--- config.mk ---
export PLATFORM = sky130hd
export DESIGN_NAME = key_access_ctrl
export DESIGN_NICKNAME = d
export VERILOG_FILES = /design/src/rtl/key_access_ctrl.sv
export SDC_FILE = /design/constraint.sdc
export NUM_CORES = 1
export LEC_CHECK = 0
export CORE_ASPECT_RATIO = 1.75
export CORE_MARGIN = 2
export CORE_UTILIZATION = 41
export CTS_BUF_LIST = sky130_fd_sc_hd__clkbuf_8
export CTS_CLUSTER_DIAMETER = 60
export DETAILED_ROUTE_END_ITERATION = 16
export GPL_TIMING_DRIVEN = 0
export MAX_ROUTING_LAYER = met4
export PLACE_DENSITY = 0.66
export SLEW_MARGIN = 15
export SYNTH_ARGS = -nofsm -noshare
export SYNTH_HDL_FRONTEND = slang
export SYNTH_SLANG_ARGS = --single-unit
--- constraint.sdc ---
create_clock -name clk -period 2.95 [get_ports clk]
set_clock_uncertainty 0.1 [all_clocks]
set_input_delay 0.295 -clock clk [delete_from_list [all_inputs] [get_ports clk]]
set_output_delay 0.295 -clock clk [all_outputs]
set_load 0.1 [all_outputs]
--- src/rtl/key_access_ctrl.sv ---
// Access-control front end: checks password attempts against a fixed secret, pulses a
// one-cycle grant to the key stage on a match, and forces a timed lockout after repeated failures.
module key_access_ctrl #(
  parameter int unsigned         PW_WIDTH       = 32,
  parameter logic [PW_WIDTH-1:0] PASSWORD       = 32'hC0DE_1234,
  parameter int unsigned         MAX_FAILS      = 3,
  parameter int unsigned         LOCKOUT_CYCLES = 16
) (
  input  logic                             clk,
  input  logic                             rst,
  input  logic                             req_valid,
  input  logic [PW_WIDTH-1:0]              req_password,
  output logic                             req_ready,
  output logic                             access_granted,
  output logic                             access_denied,
  output logic                             locked,
  output logic [$clog2(MAX_FAILS+1)-1:0]   fail_count
);

  localparam int FCW = $clog2(MAX_FAILS + 1);
  localparam int LCW = (LOCKOUT_CYCLES > 1) ? $clog2(LOCKOUT_CYCLES) : 1;

  localparam logic [FCW-1:0] FAIL_LAST  = FCW'(MAX_FAILS - 1);
  localparam logic [FCW-1:0] FAIL_MAX   = FCW'(MAX_FAILS);
  localparam logic [LCW-1:0] LOCK_LOAD  = LCW'(LOCKOUT_CYCLES - 1);

  localparam logic [2:0] IDLE   = 3'd0;
  localparam logic [2:0] CHECK  = 3'd1;
  localparam logic [2:0] GRANT  = 3'd2;
  localparam logic [2:0] DENY   = 3'd3;
  localparam logic [2:0] LOCKED = 3'd4;

  logic [2:0]          state_q, state_d;
  logic [PW_WIDTH-1:0] pw_q, pw_d;
  logic [FCW-1:0]      fail_q, fail_d;
  logic [LCW-1:0]      lock_cnt_q, lock_cnt_d;
  logic                granted_q, denied_q, locked_q;
  logic                accept;

  assign req_ready = (state_q == IDLE) && !rst;
  assign accept    = req_valid && req_ready;

  // The captured attempt lives only until the compare; it is wiped on leaving CHECK.
  always_comb begin
    state_d    = state_q;
    pw_d       = pw_q;
    fail_d     = fail_q;
    lock_cnt_d = lock_cnt_q;
    case (state_q)
      IDLE: begin
        if (accept) begin
          state_d = CHECK;
          pw_d    = req_password;
        end
      end
      CHECK: begin
        pw_d = '0;
        if (pw_q == PASSWORD) begin
          state_d = GRANT;
          fail_d  = '0;
        end else if (fail_q == FAIL_LAST) begin
          state_d    = LOCKED;
          fail_d     = FAIL_MAX;
          lock_cnt_d = LOCK_LOAD;
        end else begin
          state_d = DENY;
          fail_d  = fail_q + FCW'(1);
        end
      end
      GRANT, DENY: begin
        state_d = IDLE;
      end
      LOCKED: begin
        if (lock_cnt_q == '0) begin
          state_d = IDLE;
          fail_d  = '0;
        end else begin
          lock_cnt_d = lock_cnt_q - LCW'(1);
        end
      end
      default: begin
        state_d = IDLE;
      end
    endcase
  end

  // Pulse outputs are decoded from the next state so they register cleanly with the state.
  always_ff @(posedge clk or posedge rst) begin
    if (rst) begin
      state_q    <= IDLE;
      pw_q       <= '0;
      fail_q     <= '0;
      lock_cnt_q <= '0;
      granted_q  <= 1'b0;
      denied_q   <= 1'b0;
      locked_q   <= 1'b0;
    end else begin
      state_q    <= state_d;
      pw_q       <= pw_d;
      fail_q     <= fail_d;
      lock_cnt_q <= lock_cnt_d;
      granted_q  <= (state_d == GRANT);
      denied_q   <= (state_d == DENY);
      locked_q   <= (state_d == LOCKED);
    end
  end

  assign access_granted = granted_q;
  assign access_denied  = denied_q;
  assign locked         = locked_q;
  assign fail_count     = fail_q;

  grantDenyExclusive: assert property (@(posedge clk) disable iff (rst)
    !(access_granted && access_denied));

  failCountBounded: assert property (@(posedge clk) disable iff (rst)
    fail_count <= FAIL_MAX);

endmodule

======== Yosys cells after proc, flatten, opt, wreduce, memory -nomap -nowiden ========
Cells that the tools add are included.
storage, ports and cells
  bits in latches ......................... 0
  register bits after elaboration ......... 44
  logic and storage cells ................. 46
  bits in read-only memories .............. 0
  input port bits ......................... 35
  output and inout port bits .............. 6
  memory bits (writable) .................. 0
  memories ................................ 0
cells by class
  bitwise gates (word level) .............. 0
  mux-type cells .......................... 15
  div/mod/pow operators ................... 0
  equality and inequality tests ........... 12
  reductions and logical operators ........ 10
  magnitude comparators ................... 0
  shifts and indexed selects .............. 0
  $mul .................................... 0
  add/subtract/negate cells ............... 2
operators with widths
  cell                                                                 number
  32-bit case mux with 2 select lines                                  1
  32-bit == test (second input constant)                               1
  32-bit 2-to-1 mux                                                    1
  3-bit 2-to-1 mux                                                     4
  4-bit 2-to-1 mux                                                     3
  2-bit != test (second input constant)                                5
  3-bit case mux with 3 select lines                                   1
  4-bit case mux with 2 select lines                                   1
  3-bit by 2-bit == test with 1-bit output (second input constant)     2
  3-bit == test (second input constant)                                2
  2-bit 2-to-1 mux                                                     3
  4-bit logical NOT                                                    1
  2-bit case mux with 2 select lines                                   1
  2-bit AND reduction                                                  2
  4-bit AND reduction                                                  1
  2-bit nonzero test                                                   2
  4-bit by 1-bit subtractor with 4-bit output (second input constant)  1
  3-bit by 1-bit == test with 1-bit output (second input constant)     1
  3-bit logical NOT                                                    1
  2-bit by 1-bit adder with 2-bit output (second input constant)       1
  2-bit == test (second input constant)                                1
  1-bit logical AND                                                    2
  1-bit logical NOT                                                    1

======== Logic depth before layout (Yosys ltp) ========
  word-level depth ........................ 6
  mapped depth ............................ 6
  gate-level depth less buffers ........... 6

======== Least setup slack after synthesis ========
OpenSTA, ideal clock, no wires.
  kind .................................... reg2reg
  start ................................... register state_q[2]
  end ..................................... register pw_q[10]
  arrival ................................. 2.935 ns
  required time ........................... 2.724 ns
  path slack .............................. -0.211 ns
  period minus slack after synthesis ...... 3.161 ns
  library setup time ...................... 0.126 ns
  cell stages (with the launch flop) ...... 6
  buffers on the path ..................... 2
  cell sequence ........................... dfrtp_1 -> nor4_2 -> and2_4 -> buf_12 -> buf_6 -> o21ai_0
on the way
  longest elaborated chain between the ends .. 5
  elaborated cells on any way between the ends .. 8
  those cells by class .................... eq/ne (2); mux (1); reduce/logical (5)
RTL lines
  what                                  line  source
  start, declared                       33    logic [2:0] state_q, state_d;
  start signal, assigned                98    state_q <= state_d;
  3-bit logical NOT                     40    assign req_ready = (state_q == IDLE) && !rst;
  1-bit logical AND                     40
  named net req_ready                   13    output logic req_ready,
  1-bit logical AND                     41    assign accept = req_valid && req_ready;
  2-bit != test (no source line)        n/a
  2-bit AND reduction (no source line)  n/a
  end signal, assigned                  99    pw_q <= pw_d;
  end, declared                         34    logic [PW_WIDTH-1:0] pw_q, pw_d;
The timed path passes the listed nets, and every way through them passes these cells.
A chain may end at the register's enable or synchronous reset.

======== Final worst setup path ========
  start ................................... register state_q[2]
  end ..................................... output port req_ready
on the way
  longest elaborated chain between the ends .. 2
RTL lines
  what               line
  3-bit logical NOT  40
  1-bit logical AND  40
  end, declared      13
Every way passes these cells.

==> impl_metrics.tcl <==
set metrics [dict create \
    numCtsBuffers 5 \
    first_pass_iters 4 \
    cts-root-buf "clkbuf_8" \
    setup_tns_ps 0 \
    clk_latency_ps 300 \
    cap_violations 0 \
    fillers 459 \
    ys_seq_area_frac 0.5288 \
    cts_sinks 44 \
    vias 1596 \
    irDropWorstVdd_v 0.0008222 \
    viasPerCell 5.083 \
    floorplan.initialDensity 0.4219 \
    cp-startpoint "state_q[2]" \
    p_switching_mw 1.027 \
    post_drt_wl_per_cell_um 13.43 \
    dp_slack_ps 425.8 \
    grt_pass1_vias 1623 \
    rsz0062_at_grt "no" \
    swShare 0.3957 \
    final_common_cell "nand2_1" \
    final-max-slew-violation-count 0 \
    stdcell_area_mm2 0.002705 \
    remaining_drc_errors 0 \
    ys_seq_elements 44 \
    cts_resized 0 \
    synthCells 211 \
    internal_power_mw 1.568 \
    grt_overflow 0 \
    worst_slew_pin_slew_ps 961.8 \
    power_per_cell_area_mw_per_mm2 959.3 \
    pwr-share-clk 0.194 \
    tritoncts "built" \
    rows 34 \
    synthTopCellsByArea "dfrtp_1 53%, nand2_1 12%, o21ai_0 5.8%" \
    gp_congestion 0.7835 \
    first_iter_violations 42 \
    netlist_area_mm2 0.002082 \
    final_cell_mix "67 x nand2_1, 44 x dfrtp_1, 40 x clkdlybuf4s50_1, 24 x o21ai_0, 10 x o21ai_2" \
    hpwl_um 3230 \
    p_seq_frac 0.390 \
    dieArea_mm2 0.005686 \
    port_buffers 40 \
    fp.dieW_um 57.87 \
    crit_path_max_fanout 8 \
    coreArea_mm2 0.004935 \
    dpl_cell_area_mm2 0.002579 \
    clkTransAtPathRegs_ps 90 \
    r2r_start "pw_q[8]" \
    ys_types 39 \
    drive_above_1_share 0.1500 \
    hold_class "in2async" \
    drtAntennaViolNets 0 \
    slew_headroom 0.3568 \
    status "complete, no violations" \
    grt_pass1_wl_um 7341 \
    finalCriticalPeriod_ps 2659 \
    syn_to_final_growth_pct 29.93 \
    cp.arrival_ps 2260 \
    finalNetCount 296 \
    power.leakage_nw 1.156 \
    antenna_found_initial 0 \
    routed_wl_um 4217 \
    fin_crit_sh 0.9014 \
    grt_usage 0.1716 \
    synth_top_area_frac 0.5288 \
    antennaDiodeCount 0 \
    cts_buffer_depth 2 \
    cp-end-kind "primary output" \
    die_y_um 98.27 \
    fin_ws_ps 291.0 \
    yosys_warnings 0 \
    worst-setup-path-type "reg2out" \
    syn_area_per_cell_um2 9.867 \
    io_pins 41 \
    grt_max_degree 27 \
    hold_viol_final 0 \
    setup_viol 0 \
    h-tree-depth 2 \
    yosys.area.top_type "dfrtp_1" \
    crit_required_ps 2560 \
    p_comb_frac 0.416 \
    postCtsHoldBufs 0 \
    synth_nets 248 \
    critPathLaunchType "register" \
    postCtsSetupBuffers 0 \
    max_freq_mhz 376.1 \
]
## cell type report
| type | instances | area [µm²] | area share |
|---|---|---|---|
| sequential | 44 | 1101 | 0.4070 |
| tap | 54 | 67.56 | 0.02498 |
| timing repair buffer | 41 | 420.4 | 0.1554 |
| buffer | 11 | 123.9 | 0.04579 |
| clock buffer | 7 | 96.34 | 0.03562 |
| inverter | 8 | 30.03 | 0.01110 |
| clock inverter | 1 | 30.03 | 0.01110 |
| multi-input combinational | 148 | 835.8 | 0.3090 |
## metrics by stage
step / cells / total power, mW / hold WS, ps / util
3_3_place_gp: 305 / 2.083 / 404.5 / 0.5185
5_1_grt: 314 / 2.771 / 347.7 / 0.5482
2_1_floorplan: 211 / 1.825 / 311.8 / -
4_1_cts: 314 / 2.618 / 319.7 / 0.5482
3_5_place_dp: 306 / 2.118 / 405.7 / 0.5226
6_report: 314 / 2.595 / 304.9 / 0.5482
## cell families after synthesis
kind of cell | Yosys count | synth area share
AO/OA/AOI/OAI | 46 | 0.1382
adder cells (fa/ha/maj) | 2 | 0.01202
XOR/XNOR | 1 | 0.004207
flip-flops | 44 | 0.5288
buffers and inverters | 19 | 0.07391
AND/OR/NAND/NOR | 97 | 0.2332
multiplexers | 2 | 0.009616
## critical path: stages, from the launching register on
cell and delay [ps]:
dfrtp_1 470, nor4_4 330, clkdlybuf4s50_1 1170
## registers in the layout (all words and copies together), names as in the netlist
| name | flops |
|---|---|
| pw_q | 32 |
| lock_cnt_q | 4 |
| state_q | 3 |
| fail_count | 2 |
| access_denied | 1 |
| access_granted | 1 |
| locked | 1 |
## power groups by stage
stage | logic [mW] | registers, mW | clock network [mW]
finish | 1.08 | 1.01 | 0.503
global route | 1.19 | 1.04 | 0.537
CTS | 1.10 | 1.01 | 0.510
detailed placement | 1.09 | 1.03 | 0
global placement | 1.06 | 1.02 | 0
floorplan | 0.665 | 1.16 | 0
## Yosys cell counts (all sizes together)
| cell type | instances |
|---|---|
| inv | 8 |
| nor4 | 3 |
| ha | 2 |
| nor2 | 6 |
| a21oi | 4 |
| buf | 10 |
| a221oi | 1 |
| nor4bb | 2 |
| nand3b | 1 |
| nand4 | 2 |
| nand2 | 67 |
| dfrtp | 44 |
| o31ai | 1 |
| o22ai | 2 |
| o32ai | 2 |
| and2 | 3 |
| and3 | 1 |
| nor3b | 1 |
| o41ai | 1 |
| nand2b | 2 |
| and4b | 2 |
| o21ai | 35 |
| xnor2 | 1 |
| or3b | 1 |
| nor4b | 3 |
| mux2i | 2 |
| nor3 | 2 |
| or2 | 1 |
| clkbuf | 1 |
## path summary, 6_finish.rpt
path                                      end  slack [ps]  cells after the start
worst max register to register         locked        1170                      4
min in group clk                     pw_q[30]         420                      2
worst max-delay path                req_ready         290                      2
max in group asynchronous          state_q[2]        1960                      3
worst min-delay path            lock_cnt_q[0]         300                      2
worst min register to register       pw_q[30]         420                      2
## metal layers
metal | routed length [µm] | global-route usage
met5 | 0 | -
met2 | 2303 | 0.3016
met1 | 1723 | 0.1913
met4 | 73 | 0.05903
met3 | 117 | 0.02781
No activity file was read; power rests on OpenSTA's default activity.
